$ cat src/rtl/remote_cmd_pkg.sv
// rtl/remote_cmd_pkg.sv - shared types and constants for the remote command sequencer
package remote_cmd_pkg;

  typedef enum logic [1:0] {
    ST_IDLE      = 2'd0,
    ST_TX_HI     = 2'd1,
    ST_TX_LO     = 2'd2,
    ST_WAIT_RESP = 2'd3
  } seq_state_e;

  localparam logic [7:0] RESP_DONE  = 8'hA5;
  localparam logic [7:0] RESP_PROG  = 8'h5A;
  localparam int         FRAME_BITS = 10;
  localparam logic [3:0] LAST_BIT   = 4'(FRAME_BITS - 1);

endpackage

$ cat src/rtl/uart_byte_xcvr.sv
// rtl/uart_byte_xcvr.sv - 8N1 byte transmitter and mid-bit sampling receiver
module uart_byte_xcvr #(
  parameter int BAUD_DIV = 5208
) (
  input  logic       clk,
  input  logic       rst_n,
  input  logic       i_tx_start,
  input  logic [7:0] i_tx_data,
  output logic       o_tx_done,
  output logic       o_tx,
  input  logic       i_rx,
  output logic       o_rx_rdy,
  output logic [7:0] o_rx_data,
  output logic       o_rx_ferr
);
  import remote_cmd_pkg::*;

  localparam int            BW        = $clog2(BAUD_DIV);
  localparam logic [BW-1:0] BAUD_LAST = BW'(BAUD_DIV - 1);
  localparam logic [BW-1:0] BAUD_HALF = BW'(BAUD_DIV / 2 - 1);

  logic [9:0]    r_tx_sh;
  logic [BW-1:0] r_tx_baud;
  logic [3:0]    r_tx_bit;
  logic          r_tx_busy;
  logic          w_tx_bit_end;

  assign w_tx_bit_end = r_tx_busy && (r_tx_baud == BAUD_LAST);
  assign o_tx_done    = w_tx_bit_end && (r_tx_bit == LAST_BIT);
  assign o_tx         = r_tx_sh[0];

  // A start arriving in the final stop cycle reloads directly, so frames chain with no idle gap
  always_ff @(posedge clk or negedge rst_n) begin
    if (!rst_n) begin
      r_tx_sh   <= '1;
      r_tx_baud <= '0;
      r_tx_bit  <= '0;
      r_tx_busy <= 1'b0;
    end else if (i_tx_start && (!r_tx_busy || o_tx_done)) begin
      r_tx_sh   <= {1'b1, i_tx_data, 1'b0};
      r_tx_baud <= '0;
      r_tx_bit  <= '0;
      r_tx_busy <= 1'b1;
    end else if (o_tx_done) begin
      r_tx_sh   <= '1;
      r_tx_baud <= '0;
      r_tx_bit  <= '0;
      r_tx_busy <= 1'b0;
    end else if (w_tx_bit_end) begin
      r_tx_sh   <= {1'b1, r_tx_sh[9:1]};
      r_tx_baud <= '0;
      r_tx_bit  <= r_tx_bit + 4'd1;
    end else if (r_tx_busy) begin
      r_tx_baud <= r_tx_baud + BW'(1);
    end
  end

  logic [1:0]    r_rx_sync;
  logic          r_rx_prev;
  logic          r_rx_busy;
  logic [BW-1:0] r_rx_baud;
  logic [3:0]    r_rx_bit;
  logic [7:0]    r_rx_sh;
  logic          r_rx_rdy;
  logic          r_rx_ferr;
  logic [7:0]    r_rx_data;
  logic          w_rxs;

  assign w_rxs     = r_rx_sync[1];
  assign o_rx_rdy  = r_rx_rdy;
  assign o_rx_ferr = r_rx_ferr;
  assign o_rx_data = r_rx_data;

  always_ff @(posedge clk or negedge rst_n) begin
    if (!rst_n) begin
      r_rx_sync <= 2'b11;
      r_rx_prev <= 1'b1;
      r_rx_busy <= 1'b0;
      r_rx_baud <= '0;
      r_rx_bit  <= '0;
      r_rx_sh   <= '0;
      r_rx_rdy  <= 1'b0;
      r_rx_ferr <= 1'b0;
      r_rx_data <= '0;
    end else begin
      r_rx_sync <= {r_rx_sync[0], i_rx};
      r_rx_prev <= w_rxs;
      r_rx_rdy  <= 1'b0;
      r_rx_ferr <= 1'b0;
      if (!r_rx_busy) begin
        if (r_rx_prev && !w_rxs) begin
          r_rx_busy <= 1'b1;
          r_rx_baud <= '0;
          r_rx_bit  <= '0;
        end
      end else if (r_rx_bit == 4'd0) begin
        // Start bit must still be low at its midpoint, otherwise it was a glitch
        if (r_rx_baud == BAUD_HALF) begin
          if (w_rxs) begin
            r_rx_busy <= 1'b0;
          end else begin
            r_rx_baud <= '0;
            r_rx_bit  <= 4'd1;
          end
        end else begin
          r_rx_baud <= r_rx_baud + BW'(1);
        end
      end else if (r_rx_baud == BAUD_LAST) begin
        r_rx_baud <= '0;
        if (r_rx_bit == LAST_BIT) begin
          r_rx_busy <= 1'b0;
          if (w_rxs) begin
            r_rx_rdy  <= 1'b1;
            r_rx_data <= r_rx_sh;
          end else begin
            r_rx_ferr <= 1'b1;
          end
        end else begin
          r_rx_sh  <= {w_rxs, r_rx_sh[7:1]};
          r_rx_bit <= r_rx_bit + 4'd1;
        end
      end else begin
        r_rx_baud <= r_rx_baud + BW'(1);
      end
    end
  end

endmodule

$ cat src/rtl/remote_cmd_seq.sv
// rtl/remote_cmd_seq.sv - host command sequencer: sends a 16-bit command, waits for done or timeout
module remote_cmd_seq #(
  parameter int          BAUD_DIV = 5208,
  parameter int unsigned RESP_TMO = 'h3FF_FFFF
) (
  input  logic        clk,
  input  logic        rst_n,
  input  logic [15:0] cmd,
  input  logic        snd_cmd,
  input  logic        RX,
  output logic        TX,
  output logic        cmd_snt,
  output logic [7:0]  resp,
  output logic        resp_rdy,
  output logic        busy,
  output logic        tmo_err
);
  import remote_cmd_pkg::*;

  localparam int            TW      = $clog2(RESP_TMO + 1);
  localparam logic [TW-1:0] TMO_MAX = TW'(RESP_TMO);

  seq_state_e    r_state;
  logic [15:0]   r_hold;
  logic [TW-1:0] r_tmo;
  logic          r_busy;
  logic          r_cmd_snt;
  logic          r_tmo_err;

  logic          w_accept;
  logic          w_tx_start;
  logic [7:0]    w_tx_data;
  logic          w_tx_done;
  logic          w_rx_rdy;
  logic [7:0]    w_rx_data;
  logic          w_rx_ferr_unused;
  logic [TW-1:0] w_tmo_nxt;

  // The high byte goes straight from cmd so the start bit leaves one cycle after accept
  assign w_accept   = (r_state == ST_IDLE) && snd_cmd;
  assign w_tx_start = w_accept || ((r_state == ST_TX_HI) && w_tx_done);
  assign w_tx_data  = w_accept ? cmd[15:8] : r_hold[7:0];
  assign w_tmo_nxt  = (r_tmo == TMO_MAX) ? r_tmo : r_tmo + TW'(1);

  assign busy     = r_busy;
  assign cmd_snt  = r_cmd_snt;
  assign tmo_err  = r_tmo_err;
  assign resp     = w_rx_data;
  assign resp_rdy = w_rx_rdy;

  uart_byte_xcvr #(
    .BAUD_DIV (BAUD_DIV)
  ) u_xcvr (
    .clk        (clk),
    .rst_n      (rst_n),
    .i_tx_start (w_tx_start),
    .i_tx_data  (w_tx_data),
    .o_tx_done  (w_tx_done),
    .o_tx       (TX),
    .i_rx       (RX),
    .o_rx_rdy   (w_rx_rdy),
    .o_rx_data  (w_rx_data),
    .o_rx_ferr  (w_rx_ferr_unused)
  );

  always_ff @(posedge clk or negedge rst_n) begin
    if (!rst_n) begin
      r_state   <= ST_IDLE;
      r_hold    <= '0;
      r_tmo     <= '0;
      r_busy    <= 1'b0;
      r_cmd_snt <= 1'b0;
      r_tmo_err <= 1'b0;
    end else begin
      r_cmd_snt <= 1'b0;
      r_tmo_err <= 1'b0;
      case (r_state)
        ST_IDLE: begin
          if (snd_cmd) begin
            r_hold  <= cmd;
            r_busy  <= 1'b1;
            r_state <= ST_TX_HI;
          end
        end
        ST_TX_HI: begin
          if (w_tx_done) r_state <= ST_TX_LO;
        end
        ST_TX_LO: begin
          if (w_tx_done) begin
            r_cmd_snt <= 1'b1;
            r_tmo     <= '0;
            r_state   <= ST_WAIT_RESP;
          end
        end
        ST_WAIT_RESP: begin
          // A byte landing on the expiry cycle takes priority over the timeout
          if (w_rx_rdy) begin
            r_tmo <= '0;
            if (w_rx_data == RESP_DONE) begin
              r_busy  <= 1'b0;
              r_state <= ST_IDLE;
            end
          end else begin
            r_tmo <= w_tmo_nxt;
            if (w_tmo_nxt == TMO_MAX) begin
              r_tmo_err <= 1'b1;
              r_busy    <= 1'b0;
              r_state   <= ST_IDLE;
            end
          end
        end
        default: r_state <= ST_IDLE;
      endcase
    end
  end

endmodule

$ cat config.mk
export PLATFORM = sky130hd
export DESIGN_NAME = remote_cmd_seq
export DESIGN_NICKNAME = d
export VERILOG_FILES = /design/src/rtl/remote_cmd_pkg.sv /design/src/rtl/uart_byte_xcvr.sv /design/src/rtl/remote_cmd_seq.sv
export SDC_FILE = /design/constraint.sdc
export NUM_CORES = 1
export LEC_CHECK = 0
export ABC_CLOCK_PERIOD_IN_PS = 2500
export CAP_MARGIN = 10
export CORE_AREA = 8 8 191 139
export DETAILED_ROUTE_END_ITERATION = 10
export DIE_AREA = 0 0 199 147
export GPL_TIMING_DRIVEN = 1
export PLACE_DENSITY = 0.4
export RECOVER_POWER = 100
export SLEW_MARGIN = 0
export SYNTH_ARGS = -nofsm -noshare
export SYNTH_HDL_FRONTEND = slang
export SYNTH_SLANG_ARGS = --single-unit
$ cat constraint.sdc
create_clock -name clk -period 2.5 [get_ports clk]
set_input_delay 0.75 -clock clk [delete_from_list [all_inputs] [get_ports clk]]
set_output_delay 0.75 -clock clk [all_outputs]
set_load 0.05 [all_outputs]
==> run_results.csv <==
group,metric,value,unit
worst_setup_path,cp_slowest_cell,"or4_4",
timing,skew,0.0128,ns
timing,setup_violations,3,
worst_setup_path,critPathCaptureType,"flip-flop",
drt,drt-vias-per-instance,4.71,
worst_setup_path,r2r-start,"r_tmo[1]",
cts,root_buffer,"clkbuf_16",
timing,relSlewSlack,-10.0,%
final_layout,layout-drive-gt1-share,24.6,%
worst_setup_path,critPathLaunchType,"flip-flop",
synthesis,yosysSeqAreaShare,45.4,%
synthesis,syn_avg_cell_area,9.36,sq um
cts,path_clk_slew,0.07,ns
placement,hpwl,11600,um
cts,cts_buffer_depth,2,
drt,antenna_left,0,
drt,wl_per_cell,15.0,um
drt,routed-via-count,5018,
drt,dr.pass1.iters,4,
floorplan,rows,48,
final_layout,stdcell_count,1066,
timing,fin_ws,-0.106,ns
timing,finalHoldViolCount,0,
worst_setup_path,path_class,"flip-flop to flip-flop",
drt,post-route-drc-count,0,
timing,max_freq,384,MHz
grt,overflow,0,
grt,grt_pass1_vias,5048,
placement,dp.cells,1037,
outcome,violations,"capacitance limit, slew limit, setup timing",
worst_hold_path,hold_depth,0,
power_and_ir_drop,leakagePower,3.17,nW
final_layout,area.growth.synth_to_final,31.3,%
worst_setup_path,critPathMaxFanout,5,
outcome,status,"complete, but fails checks",
cts,cts_tree,"yes",
synthesis,ys.flop_type,"dfrtp_1",
synthesis,ys_ff_latch,104,
power_and_ir_drop,peakVddDrop,309,uV
final_layout,diodes,0,
synthesis,synth_cells,616,
power_and_ir_drop,power_density,488,mW/mm^2
worst_setup_path,cp_data_required_time,2.79,ns
grt,grt_use_total,11.4,%
placement,place_congestion,0.809,
floorplan,die-area,0.0293,sq mm
synthesis,synth_edf_count,0,
cts,clk_latency,0.36,ns
synthesis,synth_area,0.00577,sq mm
grt,antenna_found_initial,0,
cts,clock-sinks,104,
floorplan,fp.coreArea,0.0238,sq mm
synthesis,synth.yosys.warnings,0,
timing,slew_violations,66,
grt,grt_max_degree,66,
worst_setup_path,cp_data_arrival_time,2.90,ns
timing,post-route-period-util,104,%
worst_setup_path,r2r_setup_slack,-0.11,ns
timing,fin_setup_tns,-0.179,ns
synthesis,ys_types,64,
placement,place_area,0.00714,sq mm
worst_setup_path,crit_end,"r_state[0]",
worst_hold_path,hp-class,"flip-flop to flip-flop",
timing,worst-slew-pin-transition,1.65,ns
timing,fin_crit,2.61,ns
worst_setup_path,cpPeakStageDelay,0.58,ns
cts,cts_buffers,9,
flow_run,maxCapViolations,1,
final_layout,finalNetCount,769,
floorplan,ios,33,
synthesis,synthArstFlopShare,100,%
final_layout,utilization,31.8,%
worst_setup_path,reg2reg_depth,8,
synthesis,synth_nets,649,
timing,rsz0062_at_grt,"yes",
worst_setup_path,worstPathCellList,"ha_4 > nand3_4 > nor4_4 > a211oi_2 > xnor2_1 > or4_4 > or4b_4 > nand3_2",
drt,drt_iter0_markers,295,
floorplan,die_w,199,um
placement,io_buffers,32,
floorplan,die_height,147,um
final_layout,postLayoutCellArea,0.00758,sq mm
floorplan,start_util,24.2,%
worst_setup_path,cp-startpoint,"r_tmo[1]",
worst_setup_path,timing.rr.end,"r_state[0]",
drt,drt-total-wl,16000,um
grt,grt_pass1_wl,27100,um
cts,h-tree-depth,3,
==> critical path: cells and delay by family, from the launching register on <==
family / cells / cell delay [ns]
AOI/OAI and AO/OA: 1 / 0.14
xor gates and xnor gates: 1 / 0.17
adders and majority gates: 1 / 0.18
DFF: 1 / 0.41
and+or+nand+nor: 5 / 1.65
==> how the worst min path moves through the flow <==
stage / start / slack (ns) / end
6_report: u_xcvr.r_rx_sync[0] / 0.36 / u_xcvr.r_rx_sync[1]
5_1_grt: u_xcvr.r_rx_sync[0] / 0.38 / u_xcvr.r_rx_sync[1]
3_3_place_gp: u_xcvr.r_rx_sync[0] / 0.36 / u_xcvr.r_rx_sync[1]
3_5_place_dp: u_xcvr.r_rx_sync[0] / 0.35 / u_xcvr.r_rx_sync[1]
2_1_floorplan: u_xcvr.r_rx_sync[0] / 0.35 / u_xcvr.r_rx_sync[1]
4_1_cts: u_xcvr.r_rx_sync[0] / 0.36 / u_xcvr.r_rx_sync[1]
==> sequential cells by signal (all words and copies together) (netlist names) <==
| signal | count |
|---|---|
| r_state | 2 |
| u_xcvr.r_rx_busy | 1 |
| u_xcvr.r_rx_sync | 2 |
| u_xcvr.r_rx_bit | 4 |
| u_xcvr.r_tx_bit | 4 |
| u_xcvr.r_rx_baud | 13 |
| u_xcvr.r_tx_busy | 1 |
| r_tmo | 26 |
| u_xcvr.o_rx_rdy | 1 |
| busy | 1 |
| r_hold | 8 |
| u_xcvr.r_tx_baud | 13 |
| u_xcvr.r_tx_sh | 9 |
| cmd_snt | 1 |
| u_xcvr.r_rx_prev | 1 |
| u_xcvr.o_rx_data | 8 |
| tmo_err | 1 |
| u_xcvr.r_rx_sh | 8 |
==> timing repair <==
item,4_1_cts,5_1_grt
setup endpoints to repair,4,8
setup buffers,3,10
gates resized for setup,11,9
hold buffers,0,0
pin swaps,8,12
==> power by group <==
| part | switching [W] | total [W] | internal [W] |
|---|---|---|---|
| Sequential | 0.0000872 | 0.00183 | 0.00174 |
| Combinational | 0.000104 | 0.000213 | 0.000109 |
| Clock | 0.000647 | 0.00165 | 0.00101 |
| Total | 0.000838 | 0.00369 | 0.00286 |
==> layout by cell type, fill, tap and decap left out, drive strengths merged, types with 13 or more instances in the layout <==
cell type	netlist	final
a21oi	27	27
buf	8	89
clkbuf	19	30
clkdlybuf4s50	0	17
dfrtp	92	92
ha	13	13
inv	19	19
mux2	25	25
nand2	63	63
nand3	40	40
nand4	18	18
nor2	57	57
o21ai	62	62
==> cell families after synthesis <==
group / after synthesis / share of synthesized area, %
AOI/OAI and AO/OA: 142 / 14.9
DFF: 104 / 45.4
buffers and inverters: 46 / 3.51
and+or+nand+nor: 258 / 24.1
adders and majority gates: 13 / 2.82
xor gates and xnor gates: 23 / 3.49
muxes: 30 / 5.75
==> area by class of cell <==
type | count | area (sq um)
clock buffers | 11 | 243
clock inverters | 5 | 104
fillers | 2494 | 16300
inverters | 19 | 71.3
multi-input cells | 466 | 3060
flip-flops and latches | 104 | 2620
well taps | 325 | 407
repair buffers | 136 | 1070
==> per-stage QoR <==
step                power, W  setup WS, ns  hold slack [ns]
floorplan            0.00196       -0.0835            0.345
global placement     0.00208        -0.129            0.355
detailed placement   0.00208        -0.199            0.348
CTS                  0.00378       -0.0805            0.359
global route         0.00389        -0.200            0.376
finish               0.00369        -0.106            0.363
==> synthesized netlist by cell type, drive strengths merged, types with 5 or more instances <==
master   n  area [sq um]
a21o     6          45.0
a21oi   27           135
a31oi    6          37.5
and2     9          57.6
and3     8          50.1
and4     9          86.3
buf      8          60.1
clkbuf  19          71.3
dfrtp   92          2300
dfstp   12           315
ha      13           163
inv     19          71.3
mux2    25           282
mux2i    5          50.1
nand2   63           236
nand3   40           205
nand4   18           119
nor2    57           214
nor3     9          45.0
nor4     8          71.3
nor4bb   9          90.1
o21ai   62           310
o31ai   12          90.1
xnor2   11          96.3
xor2    12           105
==> routing by layer <==
metal,vias to the layer above,GRT usage [%],part of all wire [%]
li1,2478,-,-
met1,2461,16.8,54
met2,68,16.5,42
met3,11,2.88,3.8
met4,0,2.55,0.90
met5,-,0,0
Power figures use the tool's default switching activity.
